$ cat src/rtl/uart_mmio_periph.sv
// uart_mmio_periph: memory-mapped 8N1 UART responder on the CPU data bus.
// Three word registers at BASE_ADDR: TXD (+0), RXD (+4), CON (+8).
// Optional feature macro: UART_PARITY_EN (frame becomes 8E1 with an even-parity bit).
// Bus handshake: MemWrite is committed on the posedge where it is high.
// MemRead is a same-cycle combinational read. A read-clear flag drops on that
// same posedge, unless a hardware set event occurs in that cycle.
module uart_mmio_periph #(
  parameter int unsigned CLK_HZ    = 50_000_000,
  parameter int unsigned BAUD      = 9600,
  parameter logic [31:0] BASE_ADDR = 32'h4000_0018
) (
  input  logic        clk,
  input  logic        rst_n,
  input  logic [31:0] addr,
  input  logic [31:0] wdata,
  input  logic        MemRead,
  input  logic        MemWrite,
  output logic [31:0] rdata,
  input  logic        rx,
  output logic        tx,
  output logic        irq,
  output logic [2:0]  tx_state_dbg_o,
  output logic [2:0]  rx_state_dbg_o
);

  localparam int unsigned DIV = CLK_HZ / BAUD;
  localparam int unsigned CW  = $clog2(DIV);
  localparam logic [CW-1:0] DIV_LAST  = CW'(DIV - 1);
  localparam logic [CW-1:0] HALF_LAST = CW'(DIV / 2 - 1);
  localparam logic [31:0] TXD_ADDR = BASE_ADDR;
  localparam logic [31:0] RXD_ADDR = BASE_ADDR + 32'd4;
  localparam logic [31:0] CON_ADDR = BASE_ADDR + 32'd8;

  typedef enum logic [2:0] {
    TX_IDLE,
    TX_START,
    TX_DATA,
`ifdef UART_PARITY_EN
    TX_PARITY,
`endif
    TX_STOP
  } tx_state_t;

  typedef enum logic [2:0] {
    RX_IDLE,
    RX_START,
    RX_DATA,
`ifdef UART_PARITY_EN
    RX_PARITY,
`endif
    RX_STOP
  } rx_state_t;

  tx_state_t tx_state_q, tx_state_d;
  rx_state_t rx_state_q, rx_state_d;
  logic [CW-1:0] tx_cnt_q, tx_cnt_d, rx_cnt_q, rx_cnt_d;
  logic [2:0]    tx_bit_q, tx_bit_d, rx_bit_q, rx_bit_d;
  logic          tx_q, tx_d;
  logic [7:0]    txd_q, rxd_q, rx_shift_q, rx_shift_d;
  logic          rx_s1_q, rx_s2_q, rx_prev_q;
  logic          tx_ie_q, rx_ie_q, tx_done_q, rx_ready_q, rx_overrun_q, parity_err_q;
  logic          irq_q;
  logic          tx_done_set, rx_store, perr_set;
`ifdef UART_PARITY_EN
  logic          rx_par_q, rx_par_d;
`endif

  logic sel_txd, sel_rxd, sel_con;
  logic txd_wr, con_wr, con_rd, rxd_rd, tx_busy;
  logic unused_bits;

  assign sel_txd = (addr[31:2] == TXD_ADDR[31:2]);
  assign sel_rxd = (addr[31:2] == RXD_ADDR[31:2]);
  assign sel_con = (addr[31:2] == CON_ADDR[31:2]);
  assign tx_busy = (tx_state_q != TX_IDLE);
  assign txd_wr  = MemWrite && sel_txd && !tx_busy;
  assign con_wr  = MemWrite && sel_con;
  assign con_rd  = MemRead && sel_con;
  assign rxd_rd  = MemRead && sel_rxd;
  assign unused_bits = ^{wdata[31:8], addr[1:0]};

  assign tx             = tx_q;
  assign irq            = irq_q;
  assign tx_state_dbg_o = tx_state_q;
  assign rx_state_dbg_o = rx_state_q;

  // Register read mux; zero unless a mapped register is being read.
  always_comb begin
    rdata = 32'd0;
    if (MemRead) begin
      if (sel_txd)      rdata = {24'd0, txd_q};
      else if (sel_rxd) rdata = {24'd0, rxd_q};
      else if (sel_con) rdata = {25'd0, parity_err_q, rx_overrun_q, tx_busy,
                                 rx_ready_q, tx_done_q, rx_ie_q, tx_ie_q};
    end
  end

  // TX next state; the line value is derived from the next state so tx is a clean flop.
  always_comb begin
    tx_state_d  = tx_state_q;
    tx_cnt_d    = tx_cnt_q;
    tx_bit_d    = tx_bit_q;
    tx_done_set = 1'b0;
    case (tx_state_q)
      TX_IDLE: begin
        if (txd_wr) begin
          tx_state_d = TX_START;
          tx_cnt_d   = '0;
        end
      end
      TX_START: begin
        if (tx_cnt_q == DIV_LAST) begin
          tx_state_d = TX_DATA;
          tx_cnt_d   = '0;
        end else tx_cnt_d = tx_cnt_q + 1'b1;
      end
      TX_DATA: begin
        if (tx_cnt_q == DIV_LAST) begin
          tx_cnt_d = '0;
          if (tx_bit_q == 3'd7) begin
            tx_bit_d = 3'd0;
`ifdef UART_PARITY_EN
            tx_state_d = TX_PARITY;
`else
            tx_state_d = TX_STOP;
`endif
          end else tx_bit_d = tx_bit_q + 3'd1;
        end else tx_cnt_d = tx_cnt_q + 1'b1;
      end
`ifdef UART_PARITY_EN
      TX_PARITY: begin
        if (tx_cnt_q == DIV_LAST) begin
          tx_state_d = TX_STOP;
          tx_cnt_d   = '0;
        end else tx_cnt_d = tx_cnt_q + 1'b1;
      end
`endif
      TX_STOP: begin
        if (tx_cnt_q == DIV_LAST) begin
          tx_state_d  = TX_IDLE;
          tx_cnt_d    = '0;
          tx_done_set = 1'b1;
        end else tx_cnt_d = tx_cnt_q + 1'b1;
      end
      default: tx_state_d = TX_IDLE;
    endcase
    case (tx_state_d)
      TX_START:  tx_d = 1'b0;
      TX_DATA:   tx_d = txd_q[tx_bit_d];
`ifdef UART_PARITY_EN
      TX_PARITY: tx_d = ^txd_q;
`endif
      default:   tx_d = 1'b1;
    endcase
  end

  // RX next state: half-bit start check, then mid-bit sampling every DIV clocks.
  always_comb begin
    rx_state_d = rx_state_q;
    rx_cnt_d   = rx_cnt_q;
    rx_bit_d   = rx_bit_q;
    rx_shift_d = rx_shift_q;
    rx_store   = 1'b0;
`ifdef UART_PARITY_EN
    rx_par_d   = rx_par_q;
`endif
    case (rx_state_q)
      RX_IDLE: begin
        if (rx_prev_q && !rx_s2_q) begin
          rx_state_d = RX_START;
          rx_cnt_d   = '0;
        end
      end
      RX_START: begin
        if (rx_cnt_q == HALF_LAST) begin
          rx_cnt_d   = '0;
          rx_state_d = rx_s2_q ? RX_IDLE : RX_DATA;
        end else rx_cnt_d = rx_cnt_q + 1'b1;
      end
      RX_DATA: begin
        if (rx_cnt_q == DIV_LAST) begin
          rx_cnt_d   = '0;
          rx_shift_d = {rx_s2_q, rx_shift_q[7:1]};
          if (rx_bit_q == 3'd7) begin
            rx_bit_d = 3'd0;
`ifdef UART_PARITY_EN
            rx_state_d = RX_PARITY;
`else
            rx_state_d = RX_STOP;
`endif
          end else rx_bit_d = rx_bit_q + 3'd1;
        end else rx_cnt_d = rx_cnt_q + 1'b1;
      end
`ifdef UART_PARITY_EN
      RX_PARITY: begin
        if (rx_cnt_q == DIV_LAST) begin
          rx_cnt_d   = '0;
          rx_par_d   = rx_s2_q;
          rx_state_d = RX_STOP;
        end else rx_cnt_d = rx_cnt_q + 1'b1;
      end
`endif
      RX_STOP: begin
        if (rx_cnt_q == DIV_LAST) begin
          rx_cnt_d   = '0;
          rx_state_d = RX_IDLE;
          rx_store   = rx_s2_q;
        end else rx_cnt_d = rx_cnt_q + 1'b1;
      end
      default: rx_state_d = RX_IDLE;
    endcase
  end

`ifdef UART_PARITY_EN
  assign perr_set = rx_store && (rx_par_q != ^rx_shift_q);
`else
  assign perr_set = 1'b0;
`endif

  // FSM state, counters, line flop and the rx synchroniser.
  always_ff @(posedge clk) begin
    if (!rst_n) begin
      tx_state_q <= TX_IDLE;
      rx_state_q <= RX_IDLE;
      tx_cnt_q   <= '0;
      rx_cnt_q   <= '0;
      tx_bit_q   <= 3'd0;
      rx_bit_q   <= 3'd0;
      tx_q       <= 1'b1;
      rx_shift_q <= 8'd0;
      rx_s1_q    <= 1'b1;
      rx_s2_q    <= 1'b1;
      rx_prev_q  <= 1'b1;
`ifdef UART_PARITY_EN
      rx_par_q   <= 1'b0;
`endif
    end else begin
      tx_state_q <= tx_state_d;
      rx_state_q <= rx_state_d;
      tx_cnt_q   <= tx_cnt_d;
      rx_cnt_q   <= rx_cnt_d;
      tx_bit_q   <= tx_bit_d;
      rx_bit_q   <= rx_bit_d;
      tx_q       <= tx_d;
      rx_shift_q <= rx_shift_d;
      rx_s1_q    <= rx;
      rx_s2_q    <= rx_s1_q;
      rx_prev_q  <= rx_s2_q;
`ifdef UART_PARITY_EN
      rx_par_q   <= rx_par_d;
`endif
    end
  end

  // Software-visible registers and flags; hardware set events beat clears.
  always_ff @(posedge clk) begin
    if (!rst_n) begin
      txd_q        <= 8'd0;
      rxd_q        <= 8'd0;
      tx_ie_q      <= 1'b0;
      rx_ie_q      <= 1'b0;
      tx_done_q    <= 1'b0;
      rx_ready_q   <= 1'b0;
      rx_overrun_q <= 1'b0;
      parity_err_q <= 1'b0;
      irq_q        <= 1'b0;
    end else begin
      if (txd_wr) txd_q <= wdata[7:0];
      if (rx_store) rxd_q <= rx_shift_q;
      if (con_wr) begin
        tx_ie_q <= wdata[0];
        rx_ie_q <= wdata[1];
      end
      tx_done_q    <= tx_done_set || (tx_done_q && !(con_rd || (con_wr && !wdata[2])));
      rx_ready_q   <= rx_store || (rx_ready_q && !rxd_rd);
      rx_overrun_q <= (rx_store && rx_ready_q) || (rx_overrun_q && !rxd_rd);
      parity_err_q <= perr_set || (parity_err_q && !rxd_rd);
      irq_q        <= (tx_ie_q && tx_done_q) || (rx_ie_q && rx_ready_q);
    end
  end

endmodule

$ cat config.mk
export PLATFORM = sky130hd
export DESIGN_NAME = uart_mmio_periph
export DESIGN_NICKNAME = d
export VERILOG_FILES = /design/src/rtl/uart_mmio_periph.sv
export SDC_FILE = /design/constraint.sdc
export NUM_CORES = 1
export LEC_CHECK = 0
export ABC_AREA = 0
export ABC_CLOCK_PERIOD_IN_PS = 2800
export CORE_MARGIN = 3
export CORE_UTILIZATION = 48
export DETAILED_ROUTE_END_ITERATION = 12
export GPL_ROUTABILITY_DRIVEN = 0
export PLACE_DENSITY = 0.8
export SLEW_MARGIN = 5
export SYNTH_ARGS = -nofsm -noshare
export SYNTH_HDL_FRONTEND = slang
export SYNTH_SLANG_ARGS = --single-unit
$ cat constraint.sdc
create_clock -name clk -period 2.8 [get_ports clk]
set_input_delay 0.28 -clock clk [delete_from_list [all_inputs] [get_ports clk]]
set_output_delay 0.28 -clock clk [all_outputs]
set_load 0.02 [all_outputs]
Yosys cells after proc, flatten, opt, wreduce, memory -nomap -nowiden

Index checks and enable logic that the tools add are counted.

Equality and inequality tests: 22
Multiplexer cells: 35
Magnitude comparators: 1
Reductions and logical operators: 35
Add/sub/neg operators: 4

Operator list:

| kind                    | count |
|---|---|
| $eq A30 B29 Y1 const B  | 3 |
| $mux W13                | 5 |
| $mux W3                 | 14 |
| $pmux W13 S3            | 1 |
| $mux W32                | 1 |
| $add A13 B1 Y13 const B | 2 |
| $eq A13 B13 Y1 const B  | 2 |
| $pmux W13 S2            | 1 |
| $pmux W3 S4             | 2 |
| $mux W8                 | 2 |
| $eq A3 B2 Y1 const B    | 5 |
| $logic_and A1 B1 Y1     | 14 |
| $eq A13 B12 Y1 const B  | 1 |
| $ne A2 B2 Y1 const B    | 6 |
| $eq A3 B1 Y1 const B    | 3 |
| $mux W7                 | 1 |
| $add A3 B1 Y3 const B   | 2 |
| $eq A3 B3 Y1 const B    | 2 |
| $logic_not A3 Y1        | 2 |
| $reduce_and A2 Y1       | 3 |
| $reduce_bool A3 Y1      | 2 |
| $logic_not A1 Y1        | 5 |
| $logic_or A1 B1 Y1      | 5 |
| $mux W1                 | 5 |
| other kinds (8)         | 8 |

Register bits after elaboration: 73
Input port bits: 69
Output and inout port bits: 40

Logic depth before layout (Yosys ltp)

Depth in word-level cells: 7
Mapped depth: 8

Worst setup path after synthesis

No wires, ideal clock.

Kind: reg-to-reg
Start point: reg rx_cnt_q[7]
End point: reg rx_overrun_q
Data arrival time: 1.982 ns
Stages on the path, launching flop included: 7
Period minus slack after synthesis: 2.052 ns
Setup time: 0.071 ns
Path buffers: 1
Setup slack: 0.748 ns
Path through: dfxtp_1 or2_1 or4_4 or4_1 buf_6 or2_0 a21oi_1

Word-level cells in the longest chain between the ends: 5

Ends and longest elaborated chain:

| element                | line | text |
|---|---|---|
| from (decl)            | 56   | `logic [CW-1:0] tx_cnt_q, tx_cnt_d, rx_cnt_q, rx_cnt_d;` |
| from (signal assigned) | 241  | `rx_cnt_q <= rx_cnt_d;` |
| $eq A13 B13 Y1         | 204  | `if (rx_cnt_q == DIV_LAST) begin` |
| $mux W1                | 204  |  |
| $mux W1                | 167  | `case (rx_state_q)` |
| $logic_and A1 B1 Y1    | 276  | `rx_overrun_q <= (rx_store && rx_ready_q) \|\| (rx_overrun_q && !rxd_rd);` |
| $logic_or A1 B1 Y1     | 276  |  |
| to (signal assigned)   | 276  |  |
| to (decl)              | 61   | `logic tx_ie_q, rx_ie_q, tx_done_q, rx_ready_q, rx_overrun_q, parity_err_q;` |

Every way passes these cells.
A chain may end at the register's enable or synchronous reset.

Worst setup path in the final report

Start point: in addr[8]
End point: out rdata[0]

Word-level cells in the longest chain between the ends: 5
Elaborated cells between the ends (all ways): 7
Those cells by class: 3 x eq/ne; 4 x mux

Ends and longest elaborated chain:

| element        | line | text |
|---|---|---|
| from (decl)    | 14   | `input logic [31:0] addr,` |
| $eq A30 B29 Y1 | 74   | `assign sel_con = (addr[31:2] == CON_ADDR[31:2]);` |
| $mux W7        | 93   | `else if (sel_con) rdata = {25'd0, parity_err_q, rx_overrun_q, tx_busy,` |
| $mux W8        | 92   | `else if (sel_rxd) rdata = {24'd0, rxd_q};` |
| $mux W8 *      | 91   | `if (sel_txd) rdata = {24'd0, txd_q};` |
| $mux W32 *     | 90   | `if (MemRead) begin` |
| to (decl)      | 18   | `output logic [31:0] rdata,` |

Mark *: on every way between the ends. The rest lies on a longest branch, timed or not.

==> flow_metrics.env <==
export IMPL_fmax_mhz=381
export IMPL_yosysTopAreaCellShare_pct=38.7
export IMPL_drc=0
export IMPL_synth_compound_area_share_pct=13.9
export IMPL_synth_area_leaders="dfxtp_1 39%, mux2i_1 9.4%, nor2_1 6.4%, buf_4 5.0%, nand3_1 2.7%"
export IMPL_hpwl_um=6160
export IMPL_synth_cell_types=60
export IMPL_ios=109
export IMPL_ir_drop_mv=0.320
export IMPL_multiInputGateArea_sq_um=2090
export IMPL_finalCritPeriodShare_pct=93.8
export IMPL_wl_um=8750
export IMPL_setup_worst_path_class="in -> out"
export IMPL_area_delta_synth_final_pct=23.4
export IMPL_tns_ns=0
export IMPL_setup_viol=0
export IMPL_final_layout_size_suffix_gt1_share_pct=8.71
export IMPL_netlist_area_sq_um=3730
export IMPL_slowest_delay_ns=0.62
export IMPL_drt_iter0_drc=184
export IMPL_powerDensity_nw_per_um2=485
export IMPL_critical_path_required_ns=2.52
export IMPL_place_inst=565
export IMPL_rr_worst_depth=6
export IMPL_grtUsageTotal_pct=20.2
export IMPL_reg2reg_from="rx_cnt_q[0]"
export IMPL_fin_crit_ns=2.63
export IMPL_synth_fa_ha_area_share_pct=2.01
export IMPL_crit_chain="clkdlybuf4s50_1 > nor4_1 > and4_1 > nand3_2 > nor2_1 > clkdlybuf4s50_1"
export IMPL_yosys_area_share_simple_pct=24.0
export IMPL_clkTransAtPathRegs_ns=0.08
export IMPL_detail_route_antenna_nets=0
export IMPL_r2r_slack_ns=0.36
export IMPL_die_y_um=94.1
export IMPL_post_cts_buffers=0
export IMPL_die_w_um=94.1
export IMPL_power_uw=2230
export IMPL_cpLargestDelayFamily="simple AND/OR/NAND/NOR gates"
export IMPL_crit_buf_inv=2
export IMPL_postSynthCellCount=416
export IMPL_grt_pass1_wl_um=14400
export IMPL_final_cells=581
export IMPL_worstSetupStartpoint="addr[8]"
export IMPL_synth_top_family_by_area="simple AND/OR/NAND/NOR gates"
export IMPL_grt_setup_unrepaired="no"
export IMPL_cts_made_buffers=9
export IMPL_crit_arrival_ns=2.35
export IMPL_ys_seq_area_share_pct=38.7
export IMPL_wire_per_inst_um=15.1
export IMPL_cts_sinks=72
export IMPL_clk_path_buf_depth=2
export IMPL_drv_cap=0
export IMPL_cts_tree="built"
export IMPL_grt_overflow=0
export IMPL_ys_warnings_count=0
export IMPL_cp_start_kind="input pin"
export IMPL_muxShareOfSynthArea_pct=12.1
export IMPL_reg2reg_to="rx_overrun_q"
export IMPL_vias=3303
export IMPL_grt_max_degree=48
export IMPL_nNetsFinal=552
export IMPL_fillers=610
export IMPL_yosys_area_top_type="dfxtp_1"
export IMPL_yosys_area_share_xor_xnor_pct=0.940
export IMPL_maxSlewViolCount=0
export IMPL_synth_seq_cells=72
export IMPL_skew_ns=0.00622
export IMPL_ctsRootBufferMaster="clkbuf_8"
export IMPL_ys_flop_type="dfxtp_1"
export IMPL_end_kind="output pin"
export IMPL_worst_hold_slack_ns=0.426
export IMPL_cpMostUsedCell="clkdlybuf4s50_1"
export IMPL_synth_edf_count=0
export IMPL_htree_levels=3
export IMPL_clk_latency_ns=0.34
export IMPL_syn_area_per_cell_sq_um=8.96
export IMPL_port_buffers=57
export IMPL_antenna_found_initial=0
export IMPL_worst_pin_slew_ns=0.560
export IMPL_dieArea_sq_um=8860
export IMPL_hold_path_class="reg -> reg"
export IMPL_max_slew_margin_pct=62.2
export IMPL_async_reset_ff_share_pct=0
export IMPL_critPathCapture="rdata[0]"
export IMPL_row_count=31
export IMPL_diodes=0
export IMPL_grt_pass1_vias=3113
export IMPL_worst_slack_ns=0.172
export IMPL_firstDrtPassIters=8
export IMPL_seq_area_sq_um=1440
export IMPL_layout_common_cells="72 x dfxtp_1, 64 x nor2_1, 57 x clkdlybuf4s50_1"
export IMPL_start_util_pct=50.3
export IMPL_place_ws_ns=0.0154
export IMPL_crit_fanout=9
export IMPL_crit_slowest_cell="clkdlybuf4s50_1"
export IMPL_status="completed"
export IMPL_cp_depth=6
export IMPL_core_sq_um=7410
export IMPL_final_common_cell="dfxtp_1"
export IMPL_power_leakage_uw=0.00165
export IMPL_hold_viol=0
export IMPL_vias_per_cell=5.69
## flip-flops by register name (all words and copies together) (netlist names), 2 cells and up
name and count:
tx_cnt_q 13, rxd_q 8, tx_state_dbg_o 3, rx_cnt_q 13, tx_bit_q 3, rx_state_dbg_o 2
rx_shift_q 8, rx_bit_q 3, txd_q 8
## per-layer routing
| layer | wire length, um | global-route usage [%] |
|---|---|---|
| met1 | 3810 | 25.0 |
| met4 | 45 | 6.26 |
| met2 | 4260 | 33.6 |
| met3 | 631 | 6.17 |
| met5 | 0 | 0 |
## cell usage after synthesis, types with 11 or more instances
library cell  number
a31oi_1           12
a21oi_1           18
nand3_1           20
o21ai_0           11
nor2_1            64
inv_1             12
mux2i_1           35
nand2_1           16
clkbuf_1          12
dfxtp_1           72
buf_4             25
## how the worst min path moves through the flow
stage,start,end,slack [ns],cells after the start
detailed placement,rx_s1_q,rx_s2_q,0.40,1
global route,rx_s1_q,rx_s2_q,0.46,1
floorplan,rx,rx_s1_q,0.38,1
CTS,rx_s1_q,rx_s2_q,0.43,1
global placement,rx_s1_q,rx_s2_q,0.40,1
finish,rx_s1_q,rx_s2_q,0.43,1
## cell families (layout without fill, tap and decap cells)
logic type      count (synthesis)  count (layout)
mux                            40              40
fa+ha+maj                       6               6
other cells                     1              26
buf+inv                        54              95
compound gates                 74              74
flops                          72              72
simple gates                  165             165
xor+xnor                        4               4
## worst reg2reg max path, cell delays in order (launching register included)
cell	delay (ns)
dfxtp_1	0.38
ha_1	0.27
nand4b_1	0.12
or4_4	0.45
or4_1	0.69
or2_0	0.32
a21oi_1	0.14
## power by group
part / switching [uW] / internal (uW)
combinational: 94.3 / 77.1
clock: 384 / 639
sequential: 6.24 / 1030
total: 485 / 1740
## final cells by class
| type | count | share of cell area [%] |
|---|---|---|
| inverter | 12 | 0.979 |
| tap | 99 | 2.69 |
| sequential | 72 | 31.3 |
| timing repair buffer | 67 | 14.0 |
| clock buffer | 11 | 3.29 |
| clock inverter | 5 | 2.23 |
| multi-input combinational | 315 | 45.4 |
## timing repair
item                                   4_1_cts  5_1_grt
endpoints found under the hold margin        0        0
setup endpoints to repair                    0        8
gates resized for setup                      0        2
hold buffers                                 0        0
## stage by stage
stage / area, sq um / utilization [%]
after floorplan: 3820 / -
after global placement: 4330 / 58.5
after detailed placement: 4330 / 58.5
after CTS: 4590 / 61.9
after global routing: 4600 / 62.1
final: 4600 / 62.1
Power figures use the tool's default switching activity.
